File: src/rtl/phase_sequencer_pkg.sv
// rtl/phase_sequencer_pkg.sv - shared sizes, default durations and lamp tables for the phase sequencer
package phase_sequencer_pkg;

    localparam int CNT_W  = 6;
    localparam int NPHASE = 10;

    function automatic int def_dur(input int idx);
        case (idx)
            0, 5:    return 15;
            1, 6:    return 4;
            2, 7:    return 2;
            default: return 1;
        endcase
    endfunction

    function automatic logic [9:0] light_tab(input int idx);
        case (idx)
            0, 1:    return 10'b0010110010;
            2:       return 10'b0011010010;
            3:       return 10'b0101010010;
            4, 9:    return 10'b1001010010;
            5, 6:    return 10'b1001000101;
            7:       return 10'b1001000110;
            8:       return 10'b1001001010;
            default: return 10'b0000000000;
        endcase
    endfunction

    // A phase blinks exactly when its mask is non-zero
    function automatic logic [9:0] blink_mask(input int idx);
        case (idx)
            1:       return 10'b0000100000;
            6:       return 10'b0000000001;
            default: return 10'b0000000000;
        endcase
    endfunction

endpackage

File: src/rtl/phase_sequencer_tick.sv
// rtl/phase_sequencer_tick.sv - prescaler producing one tick every TICK_DIV clocks
module tick_gen #(
    parameter int TICK_DIV = 1000
) (
    input  logic clk,
    input  logic rst_n,
    input  logic clr,
    output logic tick
);

    localparam int W = (TICK_DIV > 1) ? $clog2(TICK_DIV) : 1;

    logic [W-1:0] cnt;

    assign tick = (cnt == W'(TICK_DIV - 1));

    always_ff @(posedge clk or negedge rst_n) begin
        if (!rst_n) begin
            cnt <= '0;
        end else if (clr || tick) begin
            cnt <= '0;
        end else begin
            cnt <= cnt + W'(1);
        end
    end

endmodule

File: src/rtl/phase_sequencer.sv
// rtl/phase_sequencer.sv - timed phase cycle with editable durations, pause, skip and lamp blinking
module phase_sequencer #(
    parameter int CNT_W    = phase_sequencer_pkg::CNT_W,
    parameter int TICK_DIV = 1000,
    parameter int NPHASE   = phase_sequencer_pkg::NPHASE
) (
    input  logic             clk,
    input  logic             rst_n,
    input  logic             pause,
    input  logic             skip,
    input  logic             inc,
    input  logic             dec,
    output logic [3:0]       phase,
    output logic [CNT_W-1:0] remain,
    output logic [CNT_W-1:0] dur_cur,
    output logic [9:0]       lights,
    output logic             phase_done
);

    import phase_sequencer_pkg::*;

    localparam logic [CNT_W-1:0] DUR_MAX = '1;
    localparam logic [3:0]       LAST    = 4'(NPHASE - 1);

    logic             tick;
    logic             run;
    logic             adv;
    logic             done_n;
    logic             blink_q;
    logic             blink_n;
    logic [3:0]       nxt;
    logic [3:0]       phase_n;
    logic [CNT_W-1:0] remain_n;
    logic [CNT_W-1:0] dur_edit;
    logic [CNT_W-1:0] dur   [NPHASE];
    logic [CNT_W-1:0] dur_n [NPHASE];

    tick_gen #(.TICK_DIV(TICK_DIV)) u_tick (
        .clk   (clk),
        .rst_n (rst_n),
        .clr   (skip),
        .tick  (tick)
    );

    always_comb begin
        run      = tick & ~pause;
        adv      = skip | (run & (remain <= CNT_W'(1)));
        nxt      = (phase == LAST) ? 4'd0 : phase + 4'd1;

        dur_edit = dur[phase];
        if (inc && !dec && dur[phase] != DUR_MAX) begin
            dur_edit = dur[phase] + CNT_W'(1);
        end else if (dec && !inc && dur[phase] != '0) begin
            dur_edit = dur[phase] - CNT_W'(1);
        end
        dur_n        = dur;
        dur_n[phase] = dur_edit;

        phase_n  = phase;
        remain_n = remain;
        blink_n  = blink_q;
        done_n   = 1'b0;
        if (adv) begin
            // The edit lands on the old phase; the new phase loads its stored value
            phase_n  = nxt;
            remain_n = dur[nxt];
            blink_n  = 1'b0;
            done_n   = 1'b1;
        end else begin
            if (run) begin
                remain_n = remain - CNT_W'(1);
                if (blink_mask(int'(phase)) != '0) begin
                    blink_n = ~blink_q;
                end
            end
            if (dec && !inc && dur_edit < remain_n) begin
                remain_n = dur_edit;
            end
        end
    end

    always_ff @(posedge clk or negedge rst_n) begin
        if (!rst_n) begin
            phase      <= '0;
            remain     <= CNT_W'(def_dur(0));
            dur_cur    <= CNT_W'(def_dur(0));
            blink_q    <= 1'b0;
            phase_done <= 1'b0;
            lights     <= light_tab(0);
            for (int i = 0; i < NPHASE; i++) begin
                dur[i] <= CNT_W'(def_dur(i));
            end
        end else begin
            phase      <= phase_n;
            remain     <= remain_n;
            dur        <= dur_n;
            blink_q    <= blink_n;
            phase_done <= done_n;
            dur_cur    <= dur_n[phase_n];
            lights     <= light_tab(int'(phase_n)) &
                          ~(blink_n ? blink_mask(int'(phase_n)) : 10'd0);
        end
    end

endmodule

File: config.mk
export PLATFORM = sky130hd
export DESIGN_NAME = phase_sequencer
export DESIGN_NICKNAME = d
export VERILOG_FILES = /design/src/rtl/phase_sequencer_pkg.sv /design/src/rtl/phase_sequencer_tick.sv /design/src/rtl/phase_sequencer.sv
export SDC_FILE = /design/constraint.sdc
export NUM_CORES = 1
export LEC_CHECK = 0
export CORE_ASPECT_RATIO = 1.25
export CORE_UTILIZATION = 40
export CTS_CLUSTER_DIAMETER = 100
export CTS_CLUSTER_SIZE = 8
export DETAILED_ROUTE_END_ITERATION = 10
export PLACE_DENSITY_LB_ADDON = 0.1
export SYNTH_ARGS = -nofsm -noshare
export SYNTH_HDL_FRONTEND = slang
export SYNTH_SLANG_ARGS = --single-unit
File: constraint.sdc
create_clock -name clk -period 6.3 [get_ports clk]
set_input_delay 1.575 -clock clk [delete_from_list [all_inputs] [get_ports clk]]
set_output_delay 1.575 -clock clk [all_outputs]
set_load 0.005 [all_outputs]
==> run metrics <==
status=completed; sequential area share after synthesis=38.5%; die area=16700 µm²; crit path kind=reg2reg; Synth Flop Type=dfrtp_1; cts hold-fix bufs=0; global-route wire length before repair=34.2 mm; Crit. End Element=register; H-tree levels=3; FILL cells=1543; Synthesis Warnings=0; vias in the first global route=5829; syn_area_per_cell=9.43 µm²; initial antenna violation count=0; Mapped Cells=685; CTS tree=built; post-route ant nets=0; setup TNS=0 ns; number of flops mapped to enable cells by yosys=0; Tot Pwr=0.00503 W; clock sink count=98; final setup fails=0; relative slew slack=15.2%; crit-path max cell delay=1.00 ns; highest-count cells in the layout ignoring fill and taps=nor2_1 (85), dfrtp_1 (69), nand2_1 (55); WP buf/inv=4; reg2reg path depth=19; Post-CTS Resized=0; n_diodes=0; Clock Path Buffers=2; WP depth=19; CTS root buffer=clkbuf_16; fin crit period=5.75 ns; TritonCTS Buffers=9; RSZ-0062 raised after global routing=no; post-synthesis cell area=6460 µm²; Hold Vio Cnt, Final=0; Overflow after GRT=0; leakage power=2.95 nW; WL final=21.8 mm; Die H=144 µm; Initial Util=41.1%; period utilization=91.2%; worst hold path type=reg2reg; Final Net Count=730; GP Congestion=0.929; Netlist cell types=80; Synth Net Count=707; critical path fanouts, max=28; Arrival @ worst endpoint=6.04 ns; total number of vias=5715; DRC=0; clock-pin slew on the worst setup and hold paths=0.08 ns; total global-route track usage=28.3%; IO Port Bufs=32; ys async rst share=100%; I/O pin cnt=33; clk_lat worst skew=0.36 ns; number of stages on the worst hold path=1; Crit-path slowest cell=nor3_1; largest net degree at the start of global routing=67; Final HPWL DP=16.3 mm; Slew Viols, Final=0; CP Cell Sequence=buf_4 -> mux2i_1 -> nor2_1 -> a2111oi_2 -> inv_1 -> ha_1 -> nand2_1 -> a31oi_1 -> nor3_1 -> nor2_1 -> buf_4 -> inv_1 -> ha_1 -> and4_1 -> a211oi_1 -> nand2_1 -> a31oi_2 -> mux2_2 -> a21oi_1; Setup Fix Bufs, Post-CTS=0; Slew @ Worst Pin=1.26 ns; max cap viols=0; PwrDens=685 nW/µm²; WL per Instance=23.6 µm; CP Data Required Time=6.59 ns; Max VDD drop=0.000342 V; area grow syn2layout=13.7%; first drt pass iteration count=7; Core ar.=15700 µm²; Std-Cell Rows=51; chip width=116 µm; DR vias/cell=6.18; share of cells above drive strength 1=17.7%; DRT iter0 DRCs=582; leading cell type in the layout, fill and taps excluded=nor2_1; Worst setup SP type=register; achievable frequency=0.174 GHz; Worst Skew=0.00988 ns; FF+latch count, synth=98; delay-heaviest family, CP=simple AND/OR/NAND/NOR gates
==> power by group <==
part           total, W  internal, W  switching, W
Clock          0.000600     0.000320      0.000280
Combinational   0.00319      0.00125       0.00194
Sequential      0.00123     0.000955      0.000280
Total           0.00503      0.00253       0.00250
==> per-layer routing <==
metal	GRT usage, %	part of all wire, %	vias to the layer above
li1	-	-	2607
met1	35.3	41	2824
met2	46.1	48	225
met3	4.82	5.7	59
met4	15.9	4.9	0
met5	0	0	-
==> worst paths after layout <==
kind,startpoint,to,slack [ns]
min,u_tick.cnt[0]$_DFF_PN0_,u_tick.cnt[0]$_DFF_PN0_,0.50
max reg2reg,phase[0]$_DFF_PN0_,remain[0]$_DFF_PN1_,0.55
min in group asynchronous,rst_n,remain[4]$_DFF_PN0_,1.33
max,phase[0]$_DFF_PN0_,remain[0]$_DFF_PN1_,0.55
max in group asynchronous,rst_n,dur_cur[2]$_DFF_PN1_,3.95
min reg2reg,u_tick.cnt[0]$_DFF_PN0_,u_tick.cnt[0]$_DFF_PN0_,0.50
==> kinds of logic (layout without fill, tap and decap cells) <==
group                      after synthesis  count (layout)  share of synthesized area [%]
AOI/OAI and AO/OA                      194             194                           20.3
and+or+nand+nor                        231             231                           17.3
buffers and inverters                   64              92                           4.69
DFF                                     98              98                           38.5
muxes                                   66              66                           13.9
xor gates and xnor gates                16              16                           2.17
adders and majority gates               16              16                           3.10
==> Yosys cell counts (4+ instances only) <==
cell type | instances | share of area, %
xnor2_1 | 10 | 1.4
nor2_1 | 85 | 4.9
mux2_2 | 16 | 2.8
dfrtp_1 | 70 | 27
buf_1 | 5 | 0.29
a32oi_1 | 8 | 1.1
mux2i_1 | 32 | 5.0
nand3_1 | 12 | 0.93
a21oi_1 | 40 | 3.1
nor2b_1 | 9 | 0.87
o2111ai_1 | 4 | 0.54
nor3_1 | 19 | 1.5
buf_6 | 6 | 1.0
o21ai_0 | 46 | 3.6
clkbuf_1 | 23 | 1.3
and3_1 | 9 | 0.87
inv_1 | 16 | 0.93
and2_1 | 4 | 0.39
a31oi_1 | 15 | 1.5
o22ai_1 | 10 | 0.97
a22oi_1 | 8 | 0.93
mux4_2 | 16 | 5.6
nand2_1 | 55 | 3.2
xor2_1 | 6 | 0.81
nand4_1 | 5 | 0.48
o221ai_1 | 4 | 0.54
a21o_1 | 6 | 0.70
a211oi_1 | 16 | 1.9
or3_1 | 5 | 0.48
dfstp_2 | 28 | 11
buf_2 | 11 | 0.85
ha_1 | 16 | 3.1
==> final cells by class <==
class	instances	area [µm²]	area share (%)
Inverter	18	67.6	0.920
Timing Repair Buffer	58	513	6.99
Tap cell	212	265	3.61
Sequential cell	98	2490	33.9
Clock buffer	9	225	3.07
Multi-Input combinational cell	523	3690	50.2
Clock inverter	7	93.8	1.28
==> through the flow <==
step	hold WS (ns)	utilization, %	cell area (µm²)	setup WS [ns]	std cells
after global routing	0.538	46.8	7340	0.115	925
after global placement	0.472	44.7	7020	0.769	909
final	0.495	46.8	7340	0.554	925
after floorplan	0.455	-	6460	1.10	685
after CTS	0.496	46.8	7340	0.649	925
after detailed placement	0.486	44.7	7020	0.678	909
==> state kept, by name, indices dropped and copies added, names as in the netlist <==
signal	flops
dur	60
lights	10
u_tick.cnt	10
dur_cur	6
remain	6
phase	4
blink_q	1
phase_done	1
Power figures use the tool's default switching activity.
==> variant 1 (same settings) <==
Change the package constant `NPHASE` from 10 to 20.
--- a/src/rtl/phase_sequencer_pkg.sv
+++ b/src/rtl/phase_sequencer_pkg.sv
@@ -3,5 +3,5 @@
 
     localparam int CNT_W  = 6;
-    localparam int NPHASE = 10;
+    localparam int NPHASE = 20;
 
     function automatic int def_dur(input int idx);
Behaviour: not the same (a bounded check fails within 10 cycles, from zero or initial values and one cycle with rst_n low).
==> variant 1 against the original RTL <==
Routed wire length grew 40%; final area is 35% higher; sequential cell count rose by 36; die area up 35%; power rose by 31%; first-iteration DRC count is 19% higher; worst setup slack improved by 0.74 ns; area after synthesis grew 36%.
==> variant 1: results (changes against the original RTL) <==
[clock_network]
cts-root-buf = clkbuf_16  ; unchanged
numCtsBuffers = 17  ; was 9
clkLatencyLatePin_ns = 0.43  ; was 0.36 ns
h-tree-depth = 4  ; was 3

[finish]
fill_cells = 2016  ; was 1543
drive_gt1_share_pct = 18.1  ; was 17.7%
largestRegisters = dur: 96 flops, lights: 10 flops, u_tick.cnt: 10 flops  ; was dur: 60 flops, lights: 10 flops, u_tick.cnt: 10 flops
stdcell_count = 1215  ; was 925

[global_route]
antenna_found_initial = 0  ; unchanged
grt_pass1_vias = 7809  ; was 5829
grt_pass1_wl_mm = 47.7  ; was 34.2 mm
track_usage_pct = 28.4  ; was 28.3%

[sta]
skew_ns = 0.0151  ; was 0.00988 ns
relSlewSlack_pct = 27.5  ; was 15.2%

[worst_setup_path]
crit_family = buffers and inverters  ; was simple AND/OR/NAND/NOR gates
crit_path_top_delay_cell = dfrtp_1  ; was nor3_1
crit_arrival_ns = 5.35  ; was 6.04 ns
crit_fanout = 15  ; was 28
critPathMaxStageDelay_ns = 0.64  ; was 1.00 ns

[placement]
place_congestion = 0.894  ; was 0.929
dpl_worst_slack_ns = 1.12  ; was 0.678 ns
detailed_place_hpwl_mm = 21.2  ; was 16.3 mm
post_dp_cell_area_mm2 = 0.00934  ; was 0.00702 mm^2

[drt]
first_iter_violations = 690  ; was 582
routed_via_density = 6.42  ; was 6.18
drt-total-wl_mm = 30.7  ; was 21.8 mm
drt_pass1_iterations = 6  ; was 7

[status]
status = finished clean  ; unchanged

[pwr]
ir_drop_mv = 0.304  ; was 0.342 mV
leakagePower_nw = 3.84  ; was 2.95 nW

[yosys]
ys_top_cells_by_count = nand2_1 (102), dfrtp_1 (100), nor2_1 (96)  ; was nor2_1 (85), dfrtp_1 (70), nand2_1 (55)
synth_cell_type_count = 81  ; was 80
yosysSeqAreaShare_pct = 38.7  ; was 38.5%
syn-num-nets = 942  ; was 707
syn_area_per_cell_um2 = 9.59  ; was 9.43 um^2

-- variant 1: cell type report --
cell class	instances	area, um^2	area share, %
clock buffers	19	443	4.48
multi-input cells	685	4970	50.2
clock inverters	13	113	1.14
well taps	279	349	3.53
repair buffers	59	524	5.30
inverters	26	97.6	0.987
flip-flops and latches	134	3400	34.3
-- variant 1: cell families (layout without fill, tap and decap cells) --
group	after synthesis	after routing	synth area share [%]
simple gates	306	306	16.0
compound gates	271	271	20.0
flops	134	134	38.7
buf+inv	97	117	5.30
mux	70	70	15.1
fa+ha+maj	20	20	2.85
xor+xnor	18	18	2.01
-- variant 1: routing by layer --
metal  GRT usage, %  routed length [um]  vias up
met5              0                   0        -
met3           4.42                1920       83
met2           46.2               14900      385
li1               -                   -     3407
met4           12.4                1120        0
met1           37.5               12700     3924
-- variant 1: power by group --
group | switching [mW] | total, mW | internal [mW]
clock network | 0.434 | 0.960 | 0.527
registers | 0.333 | 1.64 | 1.31
logic | 2.44 | 3.97 | 1.52
total | 3.21 | 6.57 | 3.36
-- variant 1: final timing paths --
check	from	to	slack [ns]	cells after the start
max	phase[0]	dur_cur[0]	1.30	16
min	u_tick.cnt[0]	u_tick.cnt[0]	0.49	1
max reg2reg	phase[0]	dur_cur[0]	1.30	16
min reg2reg	u_tick.cnt[0]	u_tick.cnt[0]	0.49	1
max in group asynchronous	rst_n	dur[96]	4.00	2
min in group asynchronous	rst_n	u_tick.cnt[9]	1.23	1
==> variant 2 (same flow settings) <==
Made on the original files. The output `lights` loses its register stage (`lights` becomes a continuous assignment).
--- a/src/rtl/phase_sequencer.sv
+++ b/src/rtl/phase_sequencer.sv
@@ -87,5 +87,4 @@
             blink_q    <= 1'b0;
             phase_done <= 1'b0;
-            lights     <= light_tab(0);
             for (int i = 0; i < NPHASE; i++) begin
                 dur[i] <= CNT_W'(def_dur(i));
@@ -98,9 +97,9 @@
             phase_done <= done_n;
             dur_cur    <= dur_n[phase_n];
-            lights     <= light_tab(int'(phase_n)) &
-                          ~(blink_n ? blink_mask(int'(phase_n)) : 10'd0);
         end
     end
 
+    assign lights = light_tab(int'(phase_n)) & ~(blink_n ? blink_mask(int'(phase_n)) : 10'd0);
+
 endmodule
 
Check against the original RTL: not equivalent (Yosys sat finds a counterexample within 4 cycles, from zero or initial values and one cycle with rst_n low).
==> variant 2 against the original RTL <==
Core utilization increased by 0.42 points; final area is 3.1% lower; worst setup slack worse by 0.26 ns; critical path type is now in2out; sequential share of layout area decreased by 2.5 points; routed wire length fell by 4.7%; hold slack got worse by 0.0098 ns; area after synthesis shrank 4.0%; critical path depth decreased by 10; highest routed layer unchanged; sequential cell count down 10.
Power is left out: the tool's default activity adds up to more than one toggle a clock period on the data nets, which glitch-free logic cannot reach.
==> variant 2: results (changes against the original RTL) <==
[drt]
met3_length_mm = 1.01  ; was 1.24 mm
wl_met2_mm = 9.73  ; was 10.5 mm
wl_per_cell_um = 22.7  ; was 23.6 um
first_iter_violations = 535  ; was 582
top_layer_used = met4  ; unchanged
met1_length_mm = 9.05  ; was 9.06 mm
routed_via_density = 6.18  ; about the same
drt_pass1_iterations = 5  ; was 7

[worst_setup_path]
r2r_cells = 19  ; unchanged
crit_path_top_delay_cell = xnor2_1  ; was nor3_1
crit_fanout = 8  ; was 28
crit_arrival_ns = 4.43  ; was 6.04 ns
worstSetupEndpoint = lights[9]  ; was remain[0]
r2r_slack_ns = 1.18  ; was 0.55 ns
reg2reg_from = phase[0]  ; unchanged
r2r-end = remain[5]  ; was remain[0]
crit_family = buffers and inverters  ; was simple AND/OR/NAND/NOR gates
critPathMaxStageDelay_ns = 0.53  ; was 1.00 ns
critical_path.startpoint = pause  ; was phase[0]

[global_route]
grtUsageMet3_pct = 4.26  ; was 4.82%
grt_max_degree = 53  ; was 67
grt_use_met2_pct = 44.2  ; was 46.1%
use_met1_pct = 35.8  ; was 35.3%
grt_pass1_wl_mm = 32.7  ; was 34.2 mm
track_usage_pct = 27.4  ; was 28.3%
grt_pass1_vias = 5554  ; was 5829

[finish]
buffers_excl_clock = 63  ; was 58
clkbuf_count = 9  ; unchanged
multi_input_area_mm2 = 0.00368  ; was 0.00369 mm^2
largestRegisters = dur: 60 flops, u_tick.cnt: 10 flops  ; was dur: 60 flops, lights: 10 flops, u_tick.cnt: 10 flops
layout.nonclk_buf_share_pct = 7.74  ; was 6.99%
num-nets-final = 725  ; was 730
drive_gt1_share_pct = 17.8  ; was 17.7%
fill_cells = 1462  ; was 1543
seq_share_pct = 31.4  ; was 33.9%
clkCellAreaFrac_pct = 4.50  ; was 4.35%
inverters = 18  ; unchanged

[clock_network]
clk_pin_slew_ns = 0.06  ; was 0.08 ns
cts_resized = 0  ; unchanged
post_cts_buffers = 0  ; unchanged
cts.sinks = 88  ; was 98
clockBufferDepth = 2  ; unchanged

[worst_hold_path]
min_from = u_tick.cnt[0]  ; unchanged
min_path_type = reg2reg  ; unchanged

[sta]
relSlewSlack_pct = 23.2  ; was 15.2%
skew_ns = 0.00627  ; was 0.00988 ns

[yosys]
syn-num-nets = 697  ; was 707
ys_top_cells_by_count = nor2_1 (85), dfrtp_1 (64), nand2_1 (55)  ; was nor2_1 (85), dfrtp_1 (70), nand2_1 (55)
yosysSeqAreaShare_pct = 36.0  ; was 38.5%
synth_area_leaders = dfrtp_1 (26%), dfstp_2 (10%), mux4_2 (5.8%)  ; was dfrtp_1 (27%), dfstp_2 (11%), mux4_2 (5.6%)

[placement]
place_congestion = 0.905  ; was 0.929
io_buffers = 32  ; unchanged
detailed_place_hpwl_mm = 15.4  ; was 16.3 mm

[status]
status = finished clean  ; unchanged

variant 2: cell types whose count changed in the layout (fill, tap and decap cells not counted), sizes merged:
| cell | change |
|---|---|
| dfstp | -4 |
| inv | -2 |
| bufinv | +1 |
| dfrtp | -6 |
| clkinv | +1 |
| buf | +5 |
variant 2: stage by stage:
stage / worst slack (ns) / std cells / cell area [um^2] / utilization [%] / hold WS [ns]
final: 0.292 / 916 / 7120 / 47.2 / 0.486
after CTS: 0.344 / 916 / 7120 / 47.2 / 0.486
after global placement: 0.443 / 900 / 6800 / 45.1 / 0.472
after detailed placement: 0.381 / 900 / 6800 / 45.1 / 0.477
after global routing: 0.0854 / 916 / 7120 / 47.2 / 0.514
after floorplan: 0.695 / 675 / 6200 / - / 0.455
variant 2: logic make-up after synthesis:
kind of cell	Yosys count	synth area share [%]
AOI/OAI and AO/OA	194	21.1
adders and majority gates	16	3.23
DFF	88	36.0
muxes	66	14.5
and+or+nand+nor	231	18.0
buffers and inverters	64	4.88
xor gates and xnor gates	16	2.26
